==> config.mk <==
export PLATFORM = sky130hd
export DESIGN_NAME = inst_fetch_unit
export DESIGN_NICKNAME = d
export VERILOG_FILES = /design/src/rtl/inst_fetch_unit.sv
export SDC_FILE = /design/constraint.sdc
export NUM_CORES = 1
export LEC_CHECK = 0
export CAP_MARGIN = 20
export CORE_UTILIZATION = 48
export DETAILED_ROUTE_END_ITERATION = 8
export PLACE_DENSITY_LB_ADDON = 0.15
export REMOVE_ABC_BUFFERS = 1
export SLEW_MARGIN = 20
export SYNTH_ARGS = -nofsm -noshare
export SYNTH_HDL_FRONTEND = slang
export SYNTH_SLANG_ARGS = --single-unit
==> constraint.sdc <==
create_clock -name Clk -period 4.8 [get_ports Clk]
set_input_delay 0.48 -clock Clk [delete_from_list [all_inputs] [get_ports Clk]]
set_output_delay 0.48 -clock Clk [all_outputs]
set_load 0.05 [all_outputs]
==> src/rtl/inst_fetch_unit.sv <==
// Instruction fetch and PC sequencer for the single-cycle MIPS core.
// Fetches one word per instruction over req/ack and holds it until execute commits it.
module inst_fetch_unit #(
   parameter logic [31:0] RESET_PC = 32'h0000_0000
) (
   input  logic        Clk,
   input  logic        Resetn,
   output logic        IMemReq,
   output logic [31:0] IMemAddr,
   input  logic        IMemAck,
   input  logic [31:0] IMemData,
   output logic [31:0] Inst,
   output logic        InstValid,
   input  logic        InstDone,
   input  logic        Stall,
   input  logic        Jump,
   input  logic        Branch,
   output logic [31:0] PC,
   output logic [31:0] PCPlus4,
   output logic [31:0] RetireCnt
);

   localparam logic [31:0] ResetPcAligned = RESET_PC & ~32'h3;

   typedef enum logic [1:0] {StIdle, StFetch, StHold} state_e;

   state_e      state_q, state_d;
   logic [31:0] pc_q, pc_d;
   logic [31:0] inst_q, inst_d;
   logic        inst_valid_q, inst_valid_d;
   logic        imem_req_q, imem_req_d;
   logic [31:0] retire_cnt_q, retire_cnt_d;

   logic [31:0] pc_plus4;
   logic [31:0] branch_off;
   logic [31:0] next_pc;

   assign pc_plus4   = pc_q + 32'd4;
   assign branch_off = {{14{inst_q[15]}}, inst_q[15:0], 2'b00};

   // Jump has priority over Branch when both are asserted.
   always_comb begin
      next_pc = pc_plus4;
      if (Jump) begin
         next_pc = {pc_plus4[31:28], inst_q[25:0], 2'b00};
      end else if (Branch) begin
         next_pc = pc_plus4 + branch_off;
      end
   end

   always_comb begin
      state_d      = state_q;
      pc_d         = pc_q;
      inst_d       = inst_q;
      inst_valid_d = inst_valid_q;
      imem_req_d   = imem_req_q;
      retire_cnt_d = retire_cnt_q;
      case (state_q)
         StIdle: begin
            state_d    = StFetch;
            imem_req_d = 1'b1;
         end
         StFetch: begin
            if (IMemAck) begin
               inst_d       = IMemData;
               inst_valid_d = 1'b1;
               imem_req_d   = 1'b0;
               state_d      = StHold;
            end
         end
         StHold: begin
            if (InstDone && !Stall) begin
               pc_d         = {next_pc[31:2], 2'b00};
               retire_cnt_d = retire_cnt_q + 32'd1;
               inst_valid_d = 1'b0;
               imem_req_d   = 1'b1;
               state_d      = StFetch;
            end
         end
         default: begin
            state_d      = StIdle;
            inst_valid_d = 1'b0;
            imem_req_d   = 1'b0;
         end
      endcase
   end

   always_ff @(posedge Clk or negedge Resetn) begin
      if (!Resetn) begin
         state_q      <= StIdle;
         pc_q         <= ResetPcAligned;
         inst_q       <= 32'h0;
         inst_valid_q <= 1'b0;
         imem_req_q   <= 1'b0;
         retire_cnt_q <= 32'h0;
      end else begin
         state_q      <= state_d;
         pc_q         <= pc_d;
         inst_q       <= inst_d;
         inst_valid_q <= inst_valid_d;
         imem_req_q   <= imem_req_d;
         retire_cnt_q <= retire_cnt_d;
      end
   end

   assign IMemReq   = imem_req_q;
   assign IMemAddr  = pc_q;
   assign Inst      = inst_q;
   assign InstValid = inst_valid_q;
   assign PC        = pc_q;
   assign PCPlus4   = pc_plus4;
   assign RetireCnt = retire_cnt_q;

endmodule

==> impl_metrics.ini <==
[logic_synthesis]
ys_top_cells_by_count = dfrtp_1, nand2_1, xnor2_1
synth.most_common_cell = dfrtp_1
ys_types = 57
yosysTopAreaCellShare_pct = 35.8
synth_area_per_cell_um2 = 9.14
synth-main-ff-cell = dfrtp_1
yosys_warnings = 0
synth_top_cell_by_area = dfrtp_1
synth_edf_count = 0
synth_area_leaders = dfrtp_1, xnor2_1, ha_1, mux2_2, nand2_1
synth_seq_cells = 97
ys_seq_area_share_pct = 35.8
netlist_area_um2 = 6770
async_flop_share_pct = 100
synthesis.instances = 741

[die]
die_w_um = 121
io_pins = 201
start_util_pct = 49.0
rows = 43
dieHeight_um = 121
core_um2 = 13800
dieArea_um2 = 14600

[setup_path]
cp.arrival_ps = 4530
critical_path_class = register to register
cp.required_ps = 5060
cp_max_fo = 9
start_kind = register
r2r-start = IMemAddr[2]
endpoint_kind = register
cp_cell_sequence = ha_1 -> and4_1 -> nand4_1 -> buf_4 -> nor3_1 -> xor2_1 -> ha_1 -> and4_1 -> nand4b_1 -> a21bo_2 -> nor2_1 -> a21oi_1 -> a311oi_1 -> xnor2_1 -> mux2i_1 -> o31ai_1
cpMaxStageDelayCell = dfrtp_1
reg2reg_depth = 16
cpPeakStageDelay_ps = 500
regToRegEndpoint = IMemAddr[27]
r2r_slack_ps = 530

[layout]
num-fill-cells = 1107
multi_input_area_um2 = 3900
area_growth_pct = 31.5
drive_gt1_share_pct = 7.71
finalNetCount = 967
diodes = 0
regArea_um2 = 2430

[clock_tree]
cts_tree = yes
cts_resized = 0
root_buffer = clkbuf_16
clk_path_buf_depth = 2
cts-htree-levels = 3
path_clk_slew_ps = 80
numCtsBuffers = 9
post_cts_buffers = 0
clkLatencyLatePin_ps = 360
ctsHoldBuffers = 0
cts_sinks = 97

[routing]
ant_nets = 0
drt_iter0_drc = 412
drt-vias-per-instance = 5.67
wl_um = 19200
first_pass_iters = 7
vias = 6093
routedWlPerCell_um = 17.9
drc = 0

[timing]
fin_crit_sh_pct = 89.0
whs_ps = 206
tightest_slew_ps = 903
hold_viol_final = 0
slew_headroom_pct = 39.8
max_freq_mhz = 234
fin_setup_tns_ps = 0
rsz0062_at_grt = false
finalClockSkew_ps = 9.36
fin_ws_ps = 529
drv_slew = 0
final-setup-viol-count = 0
fin_crit_ps = 4270

[placement]
dp_hpwl_um = 14500
preCtsSetupSlack_ps = 588
io_buffers = 194
place_congestion = 0.897

[run_status]
status = finished, final reports clean

[global_routing]
grt_start_max_net_pins = 70
track_usage_pct = 26.9
grt_pass1_vias = 6059
grt_pass1_wl_um = 30600
antenna_found_initial = 0
grt_remaining_overflow = 0

[hold_path]
hold_path.class = primary input to async pin

[run]
cap_violations = 0
per-stage QoR:
step | instances | area, um2 | util (%)
2_1_floorplan | 678 | 6390 | -
3_3_place_gp | 1059 | 8610 | 62.3
3_5_place_dp | 1059 | 8610 | 62.3
4_1_cts | 1075 | 8910 | 64.4
5_1_grt | 1075 | 8910 | 64.4
6_report | 1075 | 8910 | 64.4
kinds of logic after synthesis:
logic type	Yosys count	share of synthesized area [%]
other	1	0.0554
buffers and inverters	86	6.87
XOR/XNOR	85	11.0
AND/OR/NAND/NOR	225	16.3
multiplexers	43	7.04
flip-flops	97	35.8
adder cells (fa/ha/maj)	38	7.13
AO/OA/AOI/OAI	166	15.8
critical path: cells and delay by family, from the launching register on:
family	cells	cell delay (ps)
AND/OR/NAND/NOR	6	1230
AO/OA/AOI/OAI	4	970
adder cells (fa/ha/maj)	2	630
flip-flops	1	500
XOR/XNOR	2	480
buffers and inverters	1	220
multiplexers	1	120
registers in the layout, summed over array words and instances (netlist names):
register   count
IMemAddr      30
IMemReq        1
state_q        1
RetireCnt     32
Inst          32
InstValid      1
metal layers:
metal	GRT usage (%)	up-vias	wire length (um)
met5	0	-	0
li1	-	2883	-
met2	44.0	213	9130
met4	11.3	0	468
met1	33.8	2958	8330
met3	6.42	39	1280
worst max-delay path by stage:
stage | slack (ps) | end | cells after the start | start
3_3_place_gp | 650 | IMemAddr[27] | 16 | IMemAddr[2]
6_report | 530 | IMemAddr[27] | 16 | IMemAddr[2]
2_1_floorplan | -460 | IMemAddr[31] | 17 | IMemAddr[2]
5_1_grt | 210 | IMemAddr[31] | 17 | IMemAddr[2]
4_1_cts | 570 | IMemAddr[31] | 16 | IMemAddr[2]
3_5_place_dp | 590 | IMemAddr[31] | 16 | IMemAddr[2]
cells in the final DEF, fill, tap and decap left out, drive strengths merged, types with 6 or more instances in the layout:
cell / n
nand4: 14
and2: 7
clkbuf: 9
and4: 12
and3: 19
nor2: 41
a31oi: 9
o31ai: 6
conb: 6
xor2: 29
a211oi: 10
o21ai: 40
clkdlybuf4s50: 193
buf: 8
o21a: 6
a21o: 18
dfrtp: 97
inv: 21
nand2: 82
mux2i: 6
o21bai: 6
xnor2: 56
mux2: 37
a21oi: 43
nand3: 29
ha: 37
layout make-up:
class,count,area share (%)
well taps,180,2.53
clock inverters,7,0.814
flip-flops and latches,97,27.2
clock buffers,9,2.53
multi-input cells,563,43.8
repair buffers,201,22.4
inverters,18,0.758
Power is not shown: default switching activity piles up to over one toggle a cycle in this logic, so the estimate is an artifact.
==> patch 1 (same settings) <==
Put one more register stage on the output `RetireCnt`, with the module's reset. The value now appears one clock later. The other outputs are not delayed to match.
--- a/src/rtl/inst_fetch_unit.sv
+++ b/src/rtl/inst_fetch_unit.sv
@@ -111,3 +111,9 @@
    assign PCPlus4   = pc_plus4;
-   assign RetireCnt = retire_cnt_q;
+   always_ff @(posedge Clk or negedge Resetn) begin
+      if (!Resetn) begin
+         RetireCnt <= '0;
+      end else begin
+         RetireCnt <= retire_cnt_q;
+      end
+   end
 
Function: changed (Yosys sat finds a counterexample within 4 cycles, from zero or initial values and one cycle with Resetn low).
==> patch 1 against the unedited design <==
- worst setup slack improved by 0.037 ns
- synthesized cell count is 4.7% higher
- cell area is 14% higher
- count of clock-buffer cells in the layout increased by 8
- synthesized area grew 13%
- sequential share of layout area is 4.6 points higher
- non-clock buffer count is the same
- sequential cell count is 32 higher
- cell count grew 8.4%
- die area grew 13%
- wire length grew 11%
- critical endpoint is now IMemAddr[31]
- largest cell class unchanged
Power is not shown: default switching activity piles up to over one toggle a cycle in this logic, so the estimate is an artifact.
==> patch 1: results (changes against the unedited design) <==
Final layout
  – Share of final-layout standard cells stronger than drive strength 1: 10.6% (+2.9 points)
  – Final #Nets: 1018 (+5.3%)
  – Final-layout fill cell count: 1258 (+14%)

Routing
  – Number of iterations in the first detailed-routing pass: 5 (-2)
  – DR WL met3: 1390 um (+8.1%)
  – Final Routed Wirelength: 21300 um (+11%)
  – Wire length on met1: 9480 um (+14%)
  – Wire length on met2: 10200 um (+12%)
  – Overall via count from detail_route: 6508 (+6.8%)

Clocking
  – Clock Latency Late Sink: 0.42 ns (+0.06 ns)
  – Number of levels the H-tree was split into: 4 (+1)
  – Inserted Clock Buffers: 17 (+8)

GRT
  – Largest net degree at the start of global routing: 84 (+20%)
  – First-pass GRT wire length: 33800 um (+10%)
  – Global routing usage summed across all routing layers: 26.8% (-0.10 points)
  – Vias in the first global route: 6437 (+6.2%)

Critical path
  – Worst-path fanout max: 6 (-3)
  – Register-to-Register Setup Slack: 0.57 ns (+0.04 ns)
  – Maximum single-stage delay on the critical path: 0.56 ns (+0.06 ns)
  – Worst EP required: 5.09 ns (+0.03 ns)
  – Slowest-stage cell, CP: sky130_fd_sc_hd__o41ai_1

Status
  – Result of the run: complete, no violations

Synthesis
  – Synth unique cells: 72 (+26%)
  – List of most frequent post-synthesis cells: sky130_fd_sc_hd__dfrtp_1 (129), sky130_fd_sc_hd__nand2_1 (76), sky130_fd_sc_hd__nor2_1 (52)
  – Biggest area contributors in the synthesized netlist: sky130_fd_sc_hd__dfrtp_1 (42%), sky130_fd_sc_hd__ha_1 (6.0%), sky130_fd_sc_hd__xnor2_1 (5.1%)

STA
  – Number of max-slew violations in the final report: 0 (unchanged)
  – Transition time at the pin with the least slew margin: 0.992 ns (+0.0883 ns)
  – Final period demand of the worst path: 4.23 ns (-0.0365 ns)
  – Worst setup skew after layout: 0.00759 ns (-0.00177 ns)

Placed design
  – DP HPWL: 15400 um (+5.8%)
  – Place WS: 0.618 ns (+0.0307 ns)
  – Global placement routability congestion: 0.893 (-0.37%)
## patch 1: changes by cell type after synthesis, sizes merged, moves of 7 or more
cell	before	now
inv	18	9
o21ai	40	52
clkbuf	30	15
buf	38	45
nor2	41	57
and3	19	11
xor2	29	36
xnor2	56	45
dfrtp	97	129
## patch 1: metrics by stage
stage / area [um^2] / hold slack, ns / std cells
3_5_place_dp: 9580 / 0.392 / 1133
6_report: 10100 / 0.110 / 1165
2_1_floorplan: 7320 / 0.184 / 721
5_1_grt: 10100 / 0.176 / 1165
4_1_cts: 10100 / 0.139 / 1165
3_3_place_gp: 9580 / 0.391 / 1133
## patch 1: final timing paths
check	to	depth (start not counted)	start
worst max-delay path	IMemAddr[31]	15	IMemAddr[2]
worst min-delay path	Inst[17]	1	Resetn
worst max register to register	IMemAddr[31]	15	IMemAddr[2]
worst min register to register	RetireCnt[31]	0	retire_cnt_q[31]
max in group asynchronous	IMemAddr[3]	2	Resetn
min in group Clk	RetireCnt[31]	0	retire_cnt_q[31]
## patch 1: routing by layer
| layer | vias up | GRT usage, % |
|---|---|---|
| met2 | 189 | 43.9 |
| met3 | 21 | 7.44 |
| li1 | 3055 | - |
| met5 | - | 0 |
| met4 | 0 | 7.54 |
| met1 | 3243 | 34.7 |
## patch 1: cell families (layout without fill, tap and decap cells)
logic type | count (synthesis) | after routing | synth area share (%)
flip-flops | 129 | 129 | 42.1
buffers and inverters | 70 | 243 | 5.32
AO/OA/AOI/OAI | 176 | 176 | 14.7
adder cells (fa/ha/maj) | 38 | 38 | 6.30
XOR/XNOR | 81 | 81 | 9.35
multiplexers | 39 | 39 | 5.65
AND/OR/NAND/NOR | 242 | 242 | 16.5
other | 1 | 6 | 0.0489
## patch 1: layout make-up
class | instances | area (um^2) | area share [%]
Timing Repair Buffer | 201 | 2000 | 19.7
Multi-Input combinational cell | 582 | 4050 | 39.9
Clock inverter | 15 | 141 | 1.39
Inverter | 10 | 37.5 | 0.370
Tap cell | 211 | 264 | 2.60
Clock buffer | 17 | 425 | 4.19
Sequential cell | 129 | 3230 | 31.8
==> patch 2 (same settings) <==
Made on the original files. Encoding of `state_e`: now one-hot (3 bits for 3 states).
--- a/src/rtl/inst_fetch_unit.sv
+++ b/src/rtl/inst_fetch_unit.sv
@@ -24,3 +24,3 @@
 
-   typedef enum logic [1:0] {StIdle, StFetch, StHold} state_e;
+   typedef enum logic [2:0] {StIdle = 3'b001, StFetch = 3'b010, StHold = 3'b100} state_e;
 
Behaviour: same outputs for any inputs over 4 cycles, from zero or initial values and one cycle with Resetn low; so few cycles prove little.
==> patch 2 against the unedited design <==
- synthesized area is 3.8% higher
- worst hold slack worse by 0.014 ns
- non-clock buffer count is 1 lower
- via count is 3.0% higher
- highest routed layer unchanged
- sequential cell count is 2 higher
- utilization is 0.41 points higher
- critical path depth is 2 lower
- first-iteration DRC count is 21% lower
- worst setup slack better by 0.18 ns
- cell area is 2.6% higher
- wire length is 2.7% higher
==> patch 2: results (changes against the unedited design) <==
Final layout
  – Final #Nets: 989 (+2.3%)
  – Sequential share of cell area: 27.1% (-0.13 points)
  – Clock Network Area Fraction: 3.53% (+0.19 points)
  – Data buffer area share: 21.7% (-0.65 points)
  – Non-clk invs: 12 (-6)
  – Final-layout fill cell count: 1157 (+4.5%)
  – Final Core Density: 64.9% (+0.41 points)
  – Share of the final layout cell area in multi-input gates: 44.6% (+0.86 points)
  – Count of non-CTS buffers in the layout: 200 (-0.50%)
  – Number of combinational gates with multiple inputs: 590 (+4.8%)
  – Share of final-layout standard cells stronger than drive strength 1: 8.51% (+0.80 points)

Routing
  – Routed wirelength normalized by instance count: 18.0 um (+0.62%)
  – DR iter-0 viols: 326 (-21%)
  – Number of iterations in the first detailed-routing pass: 5 (-2)
  – Overall via count from detail_route: 6278 (+3.0%)
  – Final Routed Wirelength: 19700 um (+2.7%)

Critical path
  – Endpoint of the most critical setup path: IMemAddr[31]
  – Worst setup path startpoint: IMemAddr[4]
  – Register-to-Register Setup Slack: 0.71 ns (+0.18 ns)
  – Worst-path fanout max: 7 (-2)
  – Critical path data arrival time: 4.35 ns (-0.18 ns)

Power
  – Switch Pwr: roughly 0.0036 W
  – Power consumed by the clock network: ~0.00080 W

Synthesis
  – List of most frequent post-synthesis cells: sky130_fd_sc_hd__dfrtp_1 (98), sky130_fd_sc_hd__nand2_1 (74), sky130_fd_sc_hd__a21oi_1 (51), sky130_fd_sc_hd__o21ai_0 (51)
  – Adder-cell area share of the yosys netlist: 6.87% (-0.26 points)
  – Multiplexer share of the synthesized area: 6.28% (-0.76 points)
  – Post-synthesis compound-gate area fraction: 16.8% (+1.1 points)
  – Sequential element share of the synthesized area: 35.2% (-0.60 points)
  – Biggest area contributors in the synthesized netlist: sky130_fd_sc_hd__dfrtp_1 (35%), sky130_fd_sc_hd__ha_1 (6.6%), sky130_fd_sc_hd__xnor2_1 (6.0%)
  – Area share of xor/xnor cells in the synthesized design: 9.94% (-1.0 points)
  – Synth unique cells: 72 (+26%)
  – Mapped Avg Cell Area: 9.23 um^2 (+0.98%)

Floorplan
  – Floorplan die width: 123 um (+1.9%)

Clocking
  – Clock slew at reported path FFs: approximately 0.070 ns
  – Clk sinks: 99 (+2.1%)

STA
  – Worst setup skew after layout: 0.0118 ns (+0.00248 ns)
  – Final period demand of the worst path: 4.09 ns (-0.184 ns)
  – Relative max-transition margin: 40.1% (+0.28 points)
  – Worst Hold Margin: 0.192 ns (-0.0139 ns)

GRT
  – Largest net degree at the start of global routing: 65 (-7.1%)
  – First-pass GRT wire length: 30900 um (+0.90%)
  – Vias in the first global route: 6077 (+0.30%)
  – Global routing usage summed across all routing layers: 26.4% (-0.46 points)

Placed design
  – Number of instances in the placed design: 1081 (+2.1%)
  – Port bufs: 194 (unchanged)
  – Cell area reported after detailed placement: 0.00882 mm^2 (+2.4%)
  – DP HPWL: 14700 um (+1.2%)
  – Place WS: 0.743 ns (+0.155 ns)

Status
  – Result of the run: complete, no violations
-- patch 2: changes by cell type after synthesis, moves of 7 or more --
cell	delta
sky130_fd_sc_hd__clkbuf_1	-14
sky130_fd_sc_hd__o21ai_0	+11
sky130_fd_sc_hd__nand2_1	-8
sky130_fd_sc_hd__xnor2_1	-8
sky130_fd_sc_hd__a21oi_1	+8
sky130_fd_sc_hd__inv_1	-7
sky130_fd_sc_hd__buf_6	+7
sky130_fd_sc_hd__nor2_1	+7
-- patch 2: metal layers --
| metal | up-vias | track usage [%] | share of wire [%] |
|---|---|---|---|
| met5 | - | 0 | 0 |
| met4 | 0 | 7.15 | 1.3 |
| met3 | 23 | 6.09 | 6.4 |
| met2 | 221 | 43.2 | 47 |
| met1 | 3047 | 35.1 | 46 |
| li1 | 2987 | - | - |
